File: src/rtl/lut_interp_activation_pipe.sv
// lut_interp_activation_pipe
//   Pipelined activation unit. A signed input z picks a segment of a
//   runtime-loadable table. The output is linearly interpolated between that
//   segment's two endpoints, or set to the base entry in nearest mode.
//   There are 3 stages with one global enable. A new sample is accepted
//   whenever the output register is empty or is being drained.
//
// Ports
//   clk, rst               rising-edge clock, async active-high reset
//   in_valid/in_ready      input handshake; in_z (signed), in_mode (1 = nearest)
//   out_valid/out_ready    output handshake; out_a (signed result)
//   lut_we/lut_waddr/      table write port, entries 0..2^ADDR_W;
//   lut_wdata              writes to out-of-range indices are dropped
module lut_interp_activation_pipe #(
  parameter int DATA_W = 8,
  parameter int ADDR_W = 4
) (
  input  logic                     clk,
  input  logic                     rst,
  input  logic                     in_valid,
  output logic                     in_ready,
  input  logic signed [DATA_W-1:0] in_z,
  input  logic                     in_mode,
  output logic                     out_valid,
  input  logic                     out_ready,
  output logic signed [DATA_W-1:0] out_a,
  input  logic                     lut_we,
  input  logic [ADDR_W:0]          lut_waddr,
  input  logic signed [DATA_W-1:0] lut_wdata
);

  localparam int FRAC_W = DATA_W - ADDR_W;
  localparam int NENT   = (1 << ADDR_W) + 1;
  localparam int PW     = DATA_W + FRAC_W + 2;
  localparam int STAGES = 3;

  logic signed [DATA_W-1:0] tbl_q [NENT];

  logic [STAGES:1]          vld_q;
  logic                     en;

  logic [ADDR_W-1:0]        idx1_q;
  logic [FRAC_W-1:0]        frac1_q;
  logic                     mode1_q;

  logic signed [DATA_W-1:0] base2_q, next2_q;
  logic [FRAC_W-1:0]        frac2_q;
  logic                     mode2_q;

  logic signed [DATA_W-1:0] out_a_q;

  logic [ADDR_W-1:0]        idx_d;
  logic [ADDR_W:0]          nidx_d;
  logic signed [DATA_W:0]   diff_d;
  logic signed [PW-1:0]     prod_d;
  logic signed [DATA_W-1:0] res_d;

  assign en        = !vld_q[STAGES] || out_ready;
  assign in_ready  = en;
  assign out_valid = vld_q[STAGES];
  assign out_a     = out_a_q;

  // Offset-binary index: flipping the MSB maps the most negative z to 0.
  always_comb begin
    idx_d = in_z[DATA_W-1 -: ADDR_W];
    idx_d[ADDR_W-1] = ~idx_d[ADDR_W-1];
  end

  // The upper endpoint index is one bit wider, so idx+1 never wraps.
  assign nidx_d = (ADDR_W+1)'(idx1_q) + (ADDR_W+1)'(1);

  // The weight is 0..(2^FRAC_W-1)/2^FRAC_W. The interpolated value therefore
  // stays between base and next, and truncating to DATA_W is lossless.
  always_comb begin
    diff_d = (DATA_W+1)'(next2_q) - (DATA_W+1)'(base2_q);
    prod_d = PW'(diff_d) * PW'($signed({1'b0, frac2_q}));
    res_d  = mode2_q ? base2_q : base2_q + DATA_W'(prod_d >>> FRAC_W);
  end

  // Writes ignore stalls. A same-edge S2 read sees the pre-write value
  // because both use the old tbl_q.
  always_ff @(posedge clk or posedge rst) begin
    if (rst) begin
      for (int i = 0; i < NENT; i++) tbl_q[i] <= '0;
    end else if (lut_we && (lut_waddr <= (ADDR_W+1)'(NENT-1))) begin
      tbl_q[lut_waddr] <= lut_wdata;
    end
  end

  always_ff @(posedge clk or posedge rst) begin
    if (rst) begin
      vld_q   <= '0;
      idx1_q  <= '0;
      frac1_q <= '0;
      mode1_q <= 1'b0;
      base2_q <= '0;
      next2_q <= '0;
      frac2_q <= '0;
      mode2_q <= 1'b0;
      out_a_q <= '0;
    end else if (en) begin
      vld_q   <= {vld_q[STAGES-1:1], in_valid};
      idx1_q  <= idx_d;
      frac1_q <= in_z[FRAC_W-1:0];
      mode1_q <= in_mode;
      base2_q <= tbl_q[idx1_q];
      next2_q <= tbl_q[nidx_d];
      frac2_q <= frac1_q;
      mode2_q <= mode1_q;
      if (vld_q[STAGES-1]) out_a_q <= res_d;
    end
  end

endmodule

File: config.mk
export PLATFORM = sky130hd
export DESIGN_NAME = lut_interp_activation_pipe
export DESIGN_NICKNAME = d
export VERILOG_FILES = /design/src/rtl/lut_interp_activation_pipe.sv
export SDC_FILE = /design/constraint.sdc
export NUM_CORES = 1
export LEC_CHECK = 0
export CAP_MARGIN = 20
export CELL_PAD_IN_SITES_DETAIL_PLACEMENT = 1
export CELL_PAD_IN_SITES_GLOBAL_PLACEMENT = 2
export CORE_ASPECT_RATIO = 1.5
export CORE_UTILIZATION = 23
export CTS_BUF_LIST = sky130_fd_sc_hd__clkbuf_4 sky130_fd_sc_hd__clkbuf_8 sky130_fd_sc_hd__clkbuf_16
export DETAILED_ROUTE_END_ITERATION = 8
export PLACE_DENSITY = 0.55
export REMOVE_ABC_BUFFERS = 1
export SKIP_CTS_REPAIR_TIMING = 1
export SLEW_MARGIN = 25
export SYNTH_ARGS = -nofsm -noshare
export SYNTH_HDL_FRONTEND = slang
export SYNTH_SLANG_ARGS = --single-unit
File: constraint.sdc
create_clock -name clk -period 7.65 [get_ports clk]
set_input_delay 1.53 -clock clk [delete_from_list [all_inputs] [get_ports clk]]
set_output_delay 1.53 -clock clk [all_outputs]
set_load 0.005 [all_outputs]
; ---- Yosys cells after proc, flatten, opt, wreduce, memory -nomap -nowiden
; Index checks and enable logic that the tools add are counted.
[totals]
regBits = 177
out_inout_bits = 10
wordCells = 54
[classes]
n_addsub = 3
mul = 1
n_lt_le_gt_ge = 5
n_mux = 10
bitwise_logic = 4
reduce_logical = 5
[ops]
columns = cell, count
row1 = 136-bit bitwise mux, 1
row2 = 8-bit binary-select mux with 5-bit select, 2
row3 = 8-bit two-way mux, 6
row4 = 8-bit demux with 5-bit select, 1
row5 = "6-bit greater-or-equal comparator, second input constant", 2
row6 = 9-bit by 5-bit multiplier with 12-bit output, 1
row7 = 5-bit NOT with 6-bit output, 2
row8 = 8-bit by 8-bit subtractor with 9-bit output, 1
row9 = 8-bit adder, 1
row10 = "5-bit by 6-bit greater-or-equal comparator with 1-bit output, second input constant", 1
row11 = "6-bit by 1-bit < comparator with 1-bit output, second input constant", 1
row12 = "4-bit by 1-bit adder with 5-bit output, second input constant", 1
row13 = "5-bit <= comparator, second input constant", 1
row14 = 4-bit NOT with 5-bit output, 1
row15 = 1-bit logical AND, 2
row16 = 2-bit AND reduction, 1
row17 = 1-bit zero test, 1
row18 = 1-bit logical OR, 1
row19 = 1-bit NOT, 1

; ---- Longest topological paths before layout
[logic_depth]
depth_word = 6
depth_mapped = 31
ltp_nobuf = 31

; ---- Least setup slack after synthesis
; OpenSTA, ideal clock, no wires.
[synth_timing]
path_kind = flip-flop to flip-flop
startpoint = register base2_q[1]
endpoint = register out_a_q[7] (netlist: out_a[7])
setup_time_ps = 82
arrival_time_ps = 5819
t_required_ps = 7568
setup_slack_ps = 1749
stages_incl_launch_ff = 29
path_cell_list = dfrtp_1 -> inv_1 -> ha_1 -> nor2b_1 -> o21ai_0 -> a21boi_0 -> o21ai_0 -> nand2b_1 -> xor2_1 -> and2_1 -> ha_1 -> fa_1 -> inv_1 -> fa_1 -> inv_1 -> ha_1 -> nor3_1 -> nand2_1 -> a31o_2 -> and3_1 -> nor2_1 -> xnor2_1 -> ha_1 -> or4_1 -> a21oi_1 -> xnor3_1 -> xor2_1 -> or3_1 -> a31oi_1
[synth_via]
elab_chain_len = 4
[synth_rtl]
columns = element, line_no
row1 = "start, declared", 46  ; logic signed [DATA_W-1:0] base2_q, next2_q;
row2 = "start signal, assigned", 106  ; base2_q <= tbl_q[idx1_q];
row3 = 8-bit by 8-bit subtractor with 9-bit output, 75  ; diff_d = (DATA_W+1)'(next2_q) - (DATA_W+1)'(base2_q);
row4 = 9-bit by 5-bit multiplier with 12-bit output, 76  ; prod_d = PW'(diff_d) * PW'($signed({1'b0, frac2_q}));
row5 = 8-bit adder *, 77  ; res_d = mode2_q ? base2_q : base2_q + DATA_W'(prod_d >>> FRAC_W);
row6 = 8-bit two-way mux *, 77
row7 = "end signal, assigned", 110  ; if (vld_q[STAGES-1]) out_a_q <= res_d;
row8 = "end, declared", 50  ; logic signed [DATA_W-1:0] out_a_q;
; Mark *: on every way between the ends. The rest lies on a longest branch, timed or not.
; A chain may end at the register's enable or synchronous reset.

; ---- Worst setup path in the final report
; Ends and elaborated chain as after synthesis.

==> metrics.md <==
| Metric | Value |
|---|---|
| Initial drt markers | just over 200 |
| Core Rows | 95 |
| Setup TNS | 0 ns |
| Multi-input gate area | a little under 6000 um2 |
| Gate Count Post-Synth | 830 |
| Worst Path Arrival | between 6 and 7 ns |
| Vias | around 6,700 |
| Gpl congestion | roughly 0.72 |
| Antenna-violating nets left | 0 |
| Largest net degree at the start of global routing | about 90 |
| I/O pins | 37 |
| Worst hold slack | around 0.48 ns |
| Fin crit share | 84.5% |
| Area Overhead vs Synth | 15.3% |
| Crit path required time | approximately 8.0 ns |
| Status | complete, no violations |
| Clock Pin Slew Worst Setup and Hold Paths | ~0.07 ns |
| Rel. slew slack | a little under two fifths |
| Tot GR Track Use | 13.2% |
| Synthesized area | about 11,000 um2 |
| Crit end category | flip-flop |
| Mapped Avg Cell Area | roughly 13 um2 |
| Root Driver | clkbuf_16 |
| Distinct cells, synth | 48 |
| Num CTS Buffers | 17 |
| Yosys reg bits | 177 |
| Fill count | approximately 4,800 |
| HP Class | flip-flop to flip-flop |
| Die width | 177 um |
| Starting Density | approximately a quarter |
| TritonCTS clock tree | done |
| Critical path class | flip-flop to flip-flop |
| # clock sinks | 177 |
| Worst path most repeated cell | ha_1 |
| FMAX | ~0.15 GHz |
| # DRC | 0 |
| Slew @ Worst Pin | around 0.93 ns |
| Final hold violations | 0 |
| Vias per inst | around 4.6 |
| WL final | 28,800 um |
| Tmin final | 6.47 ns |
| Final setup vio count | 0 |
| Nets | 929 |
| Yosys Warn Count | 0 |
| Post-synth EDFFs | 0 |
| Synth top area cells | dfrtp_1, mux2_2, mux4_2, ha_1, fa_1 |
| Maxcap violations | 0 |
| 1st-pass router iterations | 4 |
| Clock skew | ~0.011 ns |
| WL per Instance | around 20 um |
| Async SR Flop Fraction | between 90% and 100% |
| Core area | approximately 45,000 um2 |
| Register area | 4430 um2 |
| Vias in the first global route | 7,306 |
| HPWL Detailed | between 20,000 and 25,000 um |
| Clock Latency Late Sink | about 0.45 ns |
| Largest stage delay, worst path | around 0.53 ns |
| Max-slew violations | 0 |
| First-pass GRT wire length | around 46,000 um |
| Antenna Cells | 0 |
| IO buf count | 36 |
| H-Tree Depth | 4 |
| RSZ-0062 raised after global routing | false |
| Sequential area share after synthesis | 42.0% |
| DIE HEIGHT | about 260 um |
| Gr ovfl total | 0 |
| Initial antenna violation count | 0 |
| Top-area cell type share of the netlist area | a little over two fifths |
| Leading register cell type out of synthesis | dfrtp_1 |
| Crit-path max FO | 5 |
| CTS Buffer Depth | 2 |
| Top cell type by total area after synthesis | dfrtp_1 |
| Share of layout cells above drive strength 1 | around a third |
| Die area | approximately 47,000 um2 |
| Worst path slowest cell | fa_1 |
| Startpoint Class | flip-flop |
cells in the mapped netlist, types with 4 or more instances:
library cell  instances
dfrtp_1             177
mux2_2              153
nand2_1              74
mux4_2               72
inv_1                44
ha_1                 36
clkbuf_1             33
nor2_1               32
o21ai_0              21
a21oi_1              19
fa_1                 17
nor2b_1              17
and2_1               16
xnor2_1              16
nand3_1              12
buf_2                11
nand2b_1             10
a32oi_1               8
nand3b_1              8
mux2i_1               6
xor2_1                6
nor3_1                5
buf_1                 4
per-stage QoR:
stage	cell area, um2	setup slack, ns	std cells	utilization [%]
after global routing	12200	0.596	1444	27.0
after CTS	12200	1.11	1444	27.0
final	12200	1.18	1444	27.0
after floorplan	10400	1.32	782	-
after global placement	11600	1.24	1412	25.7
after detailed placement	11600	1.11	1412	25.8
critical path: cells and delay by family, from the launching register on:
family	cells	cell delay (ns)
fa+ha+maj	6	2.03
flops	1	0.47
xor+xnor	4	0.80
compound gates	6	1.13
simple gates	9	1.78
buf+inv	3	0.18
cell usage in the layout, fill, tap and decap left out, types with 2 or more instances in the layout:
cell type,count
a21o_1,2
a21oi_1,19
a31oi_1,3
a32oi_1,8
and2_1,16
buf_4,11
clkbuf_16,17
clkdlybuf4s50_1,36
clkinv_4,5
clkinv_8,2
clkinvlp_4,2
dfrtp_1,175
fa_1,17
ha_1,36
inv_1,43
inv_6,5
inv_8,2
mux2_2,153
mux2i_1,6
mux4_2,72
nand2_1,74
nand2b_1,9
nand3_1,12
nand3b_1,8
nor2_1,31
nor2b_1,16
nor3_1,5
nor4_4,2
o21a_1,3
o21ai_0,21
or3_1,2
xnor2_1,16
xor2_1,5
registers in the layout, summed over array words and instances, names as in the netlist, 3 cells and up:
name and flops:
tbl_q 136, base2_q 8, next2_q 8, out_a 8, frac1_q 4, frac2_q 4
idx1_q 4, vld_q 3
layer usage:
metal,vias up,part of all wire (%),wire length (um),GRT usage [%]
met4,0,1.5,432,3.77
li1,3043,-,-,-
met2,67,57,16400,25.1
met1,3557,40,11500,15.1
met3,18,1.7,478,1.55
met5,-,0,0,0
final cells by class:
type,instances,area share (%)
clock inverter,15,1.22
sequential,177,36.4
multi-input combinational,561,47.7
inverter,44,1.40
tap,582,5.98
clock buffer,17,3.49
timing repair buffer,48,3.80
path summary, 6_finish.rpt:
path | startpoint | endpoint | slack, ns | depth (start not counted)
worst max-delay path | base2_q[1]$_DFFE_PP0N_ | out_a[7]$_DFFE_PP0P_ | 1.18 | 28
worst min-delay path | out_a[5]$_DFFE_PP0P_ | out_a[5]$_DFFE_PP0P_ | 0.48 | 2
worst max register to register | base2_q[1]$_DFFE_PP0N_ | out_a[7]$_DFFE_PP0P_ | 1.18 | 28
worst min register to register | out_a[5]$_DFFE_PP0P_ | out_a[5]$_DFFE_PP0P_ | 0.48 | 2
max in group asynchronous | rst | tbl_q[111]$_DFFE_PP0P_ | 4.99 | 3
min in group asynchronous | rst | idx1_q[1]$_DFFE_PP0N_ | 1.60 | 2
cells by family (layout without fill, tap and decap cells):
family,after synthesis,count (layout),share of synthesized area (%)
AND/OR/NAND/NOR,187,187,8.84
XOR/XNOR,23,23,2.04
multiplexers,231,231,32.3
AO/OA/AOI/OAI,67,67,4.02
flip-flops,177,177,42.0
adder cells (fa/ha/maj),53,53,7.49
buffers and inverters,92,124,3.40
Power is left out: the tool's default activity adds up to more than one toggle a clock period on the data nets, which glitch-free logic cannot reach.
